==> config.mk <==
export PLATFORM = sky130hd
export DESIGN_NAME = control_miscare_param
export DESIGN_NICKNAME = d
export VERILOG_FILES = /design/src/rtl/control_miscare_param.sv
export SDC_FILE = /design/constraint.sdc
export NUM_CORES = 1
export LEC_CHECK = 0
export ABC_CLOCK_PERIOD_IN_PS = 3190
export BUFFER_PORTS_ARGS = -buffer_cell sky130_fd_sc_hd__buf_2
export CAP_MARGIN = 20
export CORE_MARGIN = 10
export CORE_UTILIZATION = 30
export CTS_CLUSTER_DIAMETER = 100
export DETAILED_ROUTE_END_ITERATION = 12
export GPL_TIMING_DRIVEN = 1
export PLACE_DENSITY_LB_ADDON = 0.3
export REMOVE_ABC_BUFFERS = 1
export SLEW_MARGIN = 25
export SYNTH_ARGS = -nofsm -noshare
export SYNTH_HDL_FRONTEND = slang
export SYNTH_SLANG_ARGS = --single-unit
==> constraint.sdc <==
create_clock -name clk -period 3.19 [get_ports clk]
set_input_delay 0.4785 -clock clk [delete_from_list [all_inputs] [get_ports clk]]
set_output_delay 0.4785 -clock clk [all_outputs]
set_load 0.02 [all_outputs]
==> src/rtl/control_miscare_param.sv <==
// rtl/control_miscare_param.sv - line-follower motion controller: steering, lost-line search, lap counting
module control_miscare_param #(
    parameter int              N_SENZ          = 5,
    parameter int              DC_W            = 12,
    parameter logic [DC_W-1:0] DC_MAX          = 12'h999,
    parameter logic [DC_W-1:0] DC_PAS          = 12'h200,
    parameter logic [DC_W-1:0] DC_PIVOT        = 12'h600,
    parameter int              LAP_W           = 8,
    parameter int              TURE_C2         = 10,
    parameter int              DEB_CICLURI     = 16,
    parameter int              TIMEOUT_CAUTARE = 50000
) (
    input  logic              clk,
    input  logic              rst_n,
    input  logic              en,
    input  logic [N_SENZ-1:0] senzori,
    input  logic [1:0]        circuit,
    output logic [1:0]        directie_driverA,
    output logic [1:0]        directie_driverB,
    output logic [DC_W-1:0]   factor_dc_driverA,
    output logic [DC_W-1:0]   factor_dc_driverB,
    output logic              semnal_dreapta,
    output logic              semnal_stanga,
    output logic              stop,
    output logic [LAP_W-1:0]  count_ture,
    output logic              terminat,
    output logic [2:0]        stare
);
    localparam int C  = (N_SENZ - 1) / 2;
    localparam int TW = $clog2(TIMEOUT_CAUTARE + 1);
    localparam int DW = $clog2(DEB_CICLURI + 1);

    localparam logic [1:0] DIR_FWD = 2'b10;
    localparam logic [1:0] DIR_REV = 2'b01;

    typedef enum logic [2:0] {
        IDLE     = 3'd0,
        URMARIRE = 3'd1,
        CAUTARE  = 3'd2,
        OPRIT    = 3'd3,
        PIERDUT  = 3'd4
    } stare_t;

    typedef enum logic [1:0] {
        MEM_NONE    = 2'd0,
        MEM_DREAPTA = 2'd1,
        MEM_STANGA  = 2'd2
    } mem_t;

    logic [N_SENZ-1:0] sync1_q, sync1_d, sync2_q, sync2_d;
    stare_t            state_q, state_d;
    mem_t              mem_q, mem_d;
    logic [TW-1:0]     timer_q, timer_d;
    logic [DW-1:0]     deb_q, deb_d;
    logic              armat_q, armat_d;
    logic [LAP_W-1:0]  count_q, count_d;
    logic              terminat_q, terminat_d;
    logic [1:0]        dir_a_q, dir_a_d, dir_b_q, dir_b_d;
    logic [DC_W-1:0]   dc_a_q, dc_a_d, dc_b_q, dc_b_d;
    logic              sd_q, sd_d, ss_q, ss_d, stop_q, stop_d;

    function automatic logic [DC_W-1:0] duty_pas(input int d);
        int p;
        p = d * int'(DC_PAS);
        if (p >= int'(DC_MAX)) return '0;
        return DC_W'(int'(DC_MAX) - p);
    endfunction

    always_comb begin
        logic             any_track, mk_r, mk_l, has_tgt;
        logic [LAP_W-1:0] tgt;
        int               r, l;

        sync1_d    = senzori;
        sync2_d    = sync1_q;
        state_d    = state_q;
        mem_d      = mem_q;
        timer_d    = timer_q;
        deb_d      = deb_q;
        armat_d    = armat_q;
        count_d    = count_q;
        terminat_d = terminat_q;
        dir_a_d    = 2'b00;
        dir_b_d    = 2'b00;
        dc_a_d     = '0;
        dc_b_d     = '0;

        any_track = |sync2_q[N_SENZ-2:1];
        mk_r      = sync2_q[0];
        mk_l      = sync2_q[N_SENZ-1];

        has_tgt = 1'b0;
        tgt     = '0;
        case (circuit)
            2'b01: begin has_tgt = 1'b1; tgt = LAP_W'(1);       end
            2'b10: begin has_tgt = 1'b1; tgt = LAP_W'(TURE_C2); end
            default: ;
        endcase

        // Finish line: count once per debounced crossing, re-arm only after a debounced clear
        if (state_q == URMARIRE || state_q == CAUTARE) begin
            if (armat_q) begin
                if (mk_r && mk_l) begin
                    if (deb_q == DW'(DEB_CICLURI - 1)) begin
                        deb_d   = '0;
                        armat_d = 1'b0;
                        if (count_q != '1) count_d = count_q + 1'b1;
                    end else begin
                        deb_d = deb_q + 1'b1;
                    end
                end else begin
                    deb_d = '0;
                end
            end else begin
                if (!mk_r && !mk_l) begin
                    if (deb_q == DW'(DEB_CICLURI - 1)) begin
                        deb_d   = '0;
                        armat_d = 1'b1;
                    end else begin
                        deb_d = deb_q + 1'b1;
                    end
                end else begin
                    deb_d = '0;
                end
            end
        end else if (state_q == IDLE) begin
            deb_d   = '0;
            armat_d = 1'b1;
        end

        case (state_q)
            IDLE: if (en && circuit != 2'b00) state_d = URMARIRE;
            URMARIRE: begin
                if (has_tgt && count_q >= tgt) begin
                    state_d = OPRIT;
                end else if (!any_track) begin
                    state_d = CAUTARE;
                    timer_d = '0;
                end
            end
            CAUTARE: begin
                if (has_tgt && count_q >= tgt)                state_d = OPRIT;
                else if (any_track)                           state_d = URMARIRE;
                else if (timer_q == TW'(TIMEOUT_CAUTARE - 1)) state_d = PIERDUT;
                else                                          timer_d = timer_q + 1'b1;
            end
            default: ;
        endcase

        if (!en) state_d = IDLE;
        if (circuit == 2'b00) begin
            state_d    = IDLE;
            count_d    = '0;
            terminat_d = 1'b0;
        end
        if (state_d == OPRIT) terminat_d = 1'b1;

        // Motor outputs follow the state being entered so they line up with stare
        r = 0;
        l = 0;
        for (int i = 1; i < C; i++) if (sync2_q[i]) r = i;
        for (int i = N_SENZ - 2; i > C; i--) if (sync2_q[i]) l = i;

        if (state_d == URMARIRE) begin
            dir_a_d = DIR_FWD;
            dir_b_d = DIR_FWD;
            dc_a_d  = DC_MAX;
            dc_b_d  = DC_MAX;
            if (r != 0 && l == 0) begin
                mem_d = MEM_DREAPTA;
                if (C - r == C - 1) begin
                    dir_a_d = DIR_REV;
                    dc_a_d  = DC_PIVOT;
                    dc_b_d  = DC_PIVOT;
                end else begin
                    dc_a_d = duty_pas(C - r);
                end
            end else if (l != 0 && r == 0) begin
                mem_d = MEM_STANGA;
                if (l - C == C - 1) begin
                    dir_b_d = DIR_REV;
                    dc_a_d  = DC_PIVOT;
                    dc_b_d  = DC_PIVOT;
                end else begin
                    dc_b_d = duty_pas(l - C);
                end
            end
        end else if (state_d == CAUTARE) begin
            dir_a_d = (mem_q == MEM_DREAPTA) ? DIR_REV : DIR_FWD;
            dir_b_d = (mem_q == MEM_STANGA)  ? DIR_REV : DIR_FWD;
            dc_a_d  = DC_PIVOT;
            dc_b_d  = DC_PIVOT;
        end

        sd_d   = mk_r;
        ss_d   = mk_l;
        stop_d = !(state_d == URMARIRE && sync2_q[C]);
    end

    always_ff @(posedge clk or negedge rst_n) begin
        if (!rst_n) begin
            sync1_q    <= '0;
            sync2_q    <= '0;
            state_q    <= IDLE;
            mem_q      <= MEM_NONE;
            timer_q    <= '0;
            deb_q      <= '0;
            armat_q    <= 1'b1;
            count_q    <= '0;
            terminat_q <= 1'b0;
            dir_a_q    <= 2'b00;
            dir_b_q    <= 2'b00;
            dc_a_q     <= '0;
            dc_b_q     <= '0;
            sd_q       <= 1'b0;
            ss_q       <= 1'b0;
            stop_q     <= 1'b1;
        end else begin
            sync1_q    <= sync1_d;
            sync2_q    <= sync2_d;
            state_q    <= state_d;
            mem_q      <= mem_d;
            timer_q    <= timer_d;
            deb_q      <= deb_d;
            armat_q    <= armat_d;
            count_q    <= count_d;
            terminat_q <= terminat_d;
            dir_a_q    <= dir_a_d;
            dir_b_q    <= dir_b_d;
            dc_a_q     <= dc_a_d;
            dc_b_q     <= dc_b_d;
            sd_q       <= sd_d;
            ss_q       <= ss_d;
            stop_q     <= stop_d;
        end
    end

    assign directie_driverA  = dir_a_q;
    assign directie_driverB  = dir_b_q;
    assign factor_dc_driverA = dc_a_q;
    assign factor_dc_driverB = dc_b_q;
    assign semnal_dreapta    = sd_q;
    assign semnal_stanga     = ss_q;
    assign stop              = stop_q;
    assign count_ture        = count_q;
    assign terminat          = terminat_q;
    assign stare             = state_q;
endmodule
; Word level (Yosys, flattened, before mapping)
; Cells that the tools add are included.
[totals]
regBits = 77
input_bits = 10
output_inout_bits = 43
word_cells = 154
[op_classes]
add_sub_neg = 7
magnitude_cmp = 3
eq_ne = 19
mux = 77
reduce_logical = 32
[ops]
columns = cell, n
row1 = $mux W12, 14
row2 = $mux W16, 5
row3 = $logic_not A32 Y1, 2
row4 = $reduce_bool A32 Y1, 2
row5 = $mux W8, 6
row6 = $pmux W16 S2, 1
row7 = $mux W5, 6
row8 = $mux W2, 14
row9 = $ge A12 B13 Y1 const B, 2
row10 = $mux W3, 8
row11 = $sub A12 B12 Y12 const A, 2
row12 = $mux W1, 20
row13 = $reduce_bool A2 Y1, 10
row14 = $add A16 B1 Y16 const B, 1
row15 = $eq A16 B16 Y1 const B, 1
row16 = $eq A3 B2 Y1 const B, 5
row17 = $mux W11, 1
row18 = $ne A2 B2 Y1 const B, 5
row19 = $pmux W3 S3, 1
row20 = $add A8 B1 Y8 const B, 1
row21 = $ge A8 B8 Y1, 1
row22 = $ne A8 B8 Y1 const B, 1
row23 = $pmux W4 S2, 1
row24 = $logic_and A1 B1 Y1, 7
row25 = other kinds (16), 21

; Depth between registers and ports, before layout
[logic_depth]
depth_word = 15
depth_mapped = 12
mapped_depth_nobuf = 11

; Worst setup path after synthesis
; OpenSTA, ideal clock, no wires.
[synth_path]
path_kind = input to register
start = in circuit[0]
end = reg mem_q[0]
setup_time_ns = 0.125
arrival_time_ns = 2.595
t_required_ns = 3.065
slack_ns = 0.470
path_stages = 11
n_path_buf = 1
cell_sequence = inv_1 -> ha_1 -> inv_1 -> ha_1 -> nand2_1 -> o21ai_2 -> o21ai_2 -> buf_6 -> a221o_2 -> or4_4 -> mux2_4
[synth_between]
elab_chain_cells = 10
elab_cells_between_ends = 18
classes_between = order compare: 1 / eq/ne: 3 / mux: 8 / reduce/logical: 6
[synth_lines]
columns = element, line_no
row1 = from (decl), 17  ; input logic [1:0] circuit,
row2 = $eq A2 B2 Y1 / $eq A2 B1 Y1 (equally long branches), 94  ; case (circuit)
row3 = $pmux W4 S2 / $reduce_or A2 Y1 (equally long branches), -
row4 = $ge A8 B8 Y1 / $mux W1 (equally long branches), "134, 142, 94"
row5 = $logic_and A1 B1 Y1, "134, 142"
row6 = "$mux W3, on equally long branches", "142, 134"
row7 = $pmux W3 S3, 131  ; case (state_q)
row8 = $mux W3, 150  ; if (!en) state_d = IDLE;
row9 = $mux W3 *, 151  ; if (circuit == 2'b00) begin
row10 = $eq A3 B1 Y1 *, 164  ; if (state_d == URMARIRE) begin
row11 = $reduce_and A2 Y1 (no source line) *, -
row12 = to (signal assigned), 222  ; mem_q <= mem_d;
row13 = to (decl), 52  ; mem_t mem_q, mem_d;
; Every way passes the cells marked *; elsewhere a longest branch is shown, timed or not.
; A chain may end at the register's enable or synchronous reset.

; Final worst setup path
; Ends and elaborated chain as after synthesis.

==> flow_summary.json <==
{
  "skew_ns": 0.00923,
  "max_stage_delay_ns": 0.52,
  "rows": 36,
  "die_area_sq_um": 14300,
  "core_area_sq_um": 9730,
  "synthSimpleGateAreaFrac": 0.225,
  "peakVddDrop_uv": 211,
  "intPower_uw": 961,
  "avgSynthCellArea_sq_um": 10.1,
  "fin_setup_tns_ns": 0,
  "synth_top_family_by_area": "simple AND/OR/NAND/NOR gates",
  "report.final.setup_viol": 0,
  "cts_buffers": 5,
  "synth_seq_cells": 55,
  "yosys.area.top_type": "dfrtp_1",
  "p_leak_uw": 0.00157,
  "vias": 2210,
  "status": "finished, final reports clean",
  "crit_buf_inv": 3,
  "clockBufferDepth": 2,
  "netlist_area_sq_um": 2980,
  "p_total_uw": 1320,
  "synth_xor_area_frac": 0.0353,
  "nets": 350,
  "clock-sinks": 55,
  "crit_type": "input pin to flop",
  "start_util": 0.306,
  "crit_family": "compound AO/OA/AOI/OAI gates",
  "die_y_microns": 120,
  "grtUsageTotal": 0.0883,
  "post-route-min-period_ns": 2.52,
  "tightest_slew_ns": 0.583,
  "drt-total-wl_microns": 6340,
  "synth_warnings": 0,
  "globalplace.congestion": 0.791,
  "n_antenna_cell": 0,
  "drt-pass1-iter-count": 4,
  "p_sw_uw": 362,
  "pwr-share-seq": 0.562,
  "insertion_delay_ns": 0.30,
  "syn_inst": 296,
  "hold_viol": 0,
  "place.port_buffers": 44,
  "synth_compound_area_frac": 0.113,
  "synth_area_leaders": "dfrtp_1, buf_4, ha_1",
  "drc": 0,
  "cts_resized": 0,
  "ys.flop_type": "dfrtp_1",
  "pin_count": 53,
  "synth_fa_ha_area_frac": 0.0579,
  "htreeDepth": 2,
  "grt_first_pass_wirelength_microns": 10700,
  "timing.final.crit_share": 0.790,
  "wl_per_cell_microns": 13.7,
  "overflow": 0,
  "layout-drive-gt1-share": 0.223,
  "arrival_ns": 2.72,
  "start_kind": "input pin",
  "report.final.slew_viol_count": 0,
  "postSynth.asyncResetShare": 1.00,
  "die_w_microns": 120,
  "final_common_cell": "dfrtp_1",
  "path_clk_slew_ns": 0.10,
  "postCtsSetupRepairBufs": 0,
  "relSlewSlack": 0.611,
  "hp-class": "input pin to asynchronous set/reset pin",
  "rsz0062_at_grt": "no",
  "ys_seq_area_frac": 0.463,
  "worstPathCellList": "buf_2 > inv_1 > ha_1 > inv_1 > ha_1 > nand2_1 > o21ai_2 > o21ai_2 > a221o_2 > or4_4 > mux2_4",
  "synthMuxAreaShare": 0.0155,
  "cap_violations": 0,
  "synth_edf_count": 0,
  "clockPowerShare": 0.298,
  "synthToLayoutAreaGrowth_pct": 10.7,
  "drt-initial-drc-count": 163,
  "combinationalPowerShare": 0.140,
  "grt_antenna_before_repair": 0,
  "grt_pass1_vias": 2235,
  "via_per_inst": 4.79,
  "switching_share": 0.274,
  "postRouteAntennaNets": 0,
  "yosysUniqueCellTypes": 59,
  "critPathRequiredTime_ns": 3.39,
  "fmax_mhz": 397,
  "hold_buffers": 0,
  "endpoint_kind": "flop",
  "grt_max_degree": 47,
  "dp_hpwl_microns": 4670,
  "powerDensity_nw_per_um2": 401,
  "synth_top_area_frac": 0.445,
  "ctsRootBufferMaster": "clkbuf_8",
  "critPathSlowestCell": "or4_4",
  "tritoncts": "built",
  "layout_common_cells": "dfrtp_1, buf_2, nand2_1, nor2_1, o21ai_0",
  "worst-path-max-fanout": 8
}
==> synthesized netlist by cell type, drive strengths merged (3+ instances only) <==
library cell / n
dfrtp: 53
buf: 25
o21ai: 21
nor2: 19
nand2: 18
a21oi: 16
inv: 15
or3: 15
nand3: 14
ha: 13
nand4: 11
xor2: 10
and3: 8
clkbuf: 5
nor3: 5
nand2b: 4
or4: 3
==> stage by stage <==
stage	utilization	worst slack (ns)	cell area, sq um	std cells	hold WS, ns
2_1_floorplan	-	0.441	2800	273	0.183
3_3_place_gp	0.330	0.392	3210	453	0.334
3_5_place_dp	0.330	0.342	3210	453	0.336
4_1_cts	0.339	0.662	3300	461	0.193
5_1_grt	0.339	0.490	3300	461	0.206
6_report	0.339	0.668	3300	461	0.165
==> layout make-up <==
class | count | area (sq um)
Fill cell | 1032 | 6430
Timing Repair Buffer | 47 | 245
Clock inverter | 1 | 5.00
Tap cell | 133 | 166
Inverter | 15 | 58.8
Multi-Input combinational cell | 203 | 1360
Clock buffer | 7 | 86.3
Sequential cell | 55 | 1380
==> layer usage <==
layer,GRT usage,up-vias,part of all wire
li1,-,1076,-
met1,0.116,1076,0.49
met2,0.135,51,0.44
met3,0.0225,7,0.047
met4,0.0347,0,0.016
met5,0,-,0
==> state kept, by name (all words and copies together) (netlist names), 3 cells and up <==
name and flops:
stare 3, timer_q 16, deb_q 5, sync1_q 5, sync2_q 5, count_ture 8
==> logic make-up after synthesis <==
kind of cell | after synthesis
and+or+nand+nor | 113
DFF | 55
AOI/OAI and AO/OA | 52
buffers and inverters | 45
adders and majority gates | 14
xor gates and xnor gates | 12
muxes | 4
other | 1
==> worst paths after layout <==
check                      slack (ns)  cells after the start                 startpoint                       endpoint
setup / recovery                 0.67                     11                 circuit[0]           mem_q[0]$_DFFE_PN0P_
hold / removal                   0.16                      1                      rst_n        timer_q[15]$_DFFE_PN0P_
setup reg to reg                 0.68                      9  count_ture[0]$_DFFE_PN0P_           mem_q[0]$_DFFE_PN0P_
hold reg to reg                  0.36                      0       sync1_q[1]$_DFF_PN0_           sync2_q[1]$_DFF_PN0_
max in group asynchronous        2.45                      2                      rst_n  directie_driverB[0]$_DFF_PN0_
min in group clk                 0.27                      1                 senzori[0]           sync1_q[0]$_DFF_PN0_
==> power groups by stage <==
stage	Combinational, uW	Clock, uW	Sequential [uW]
after floorplan	75.8	0	791
after global placement	185	0	756
after detailed placement	187	0	756
after CTS	188	416	743
after global routing	204	443	747
final	185	394	743
No activity file was read; power rests on OpenSTA's default activity.
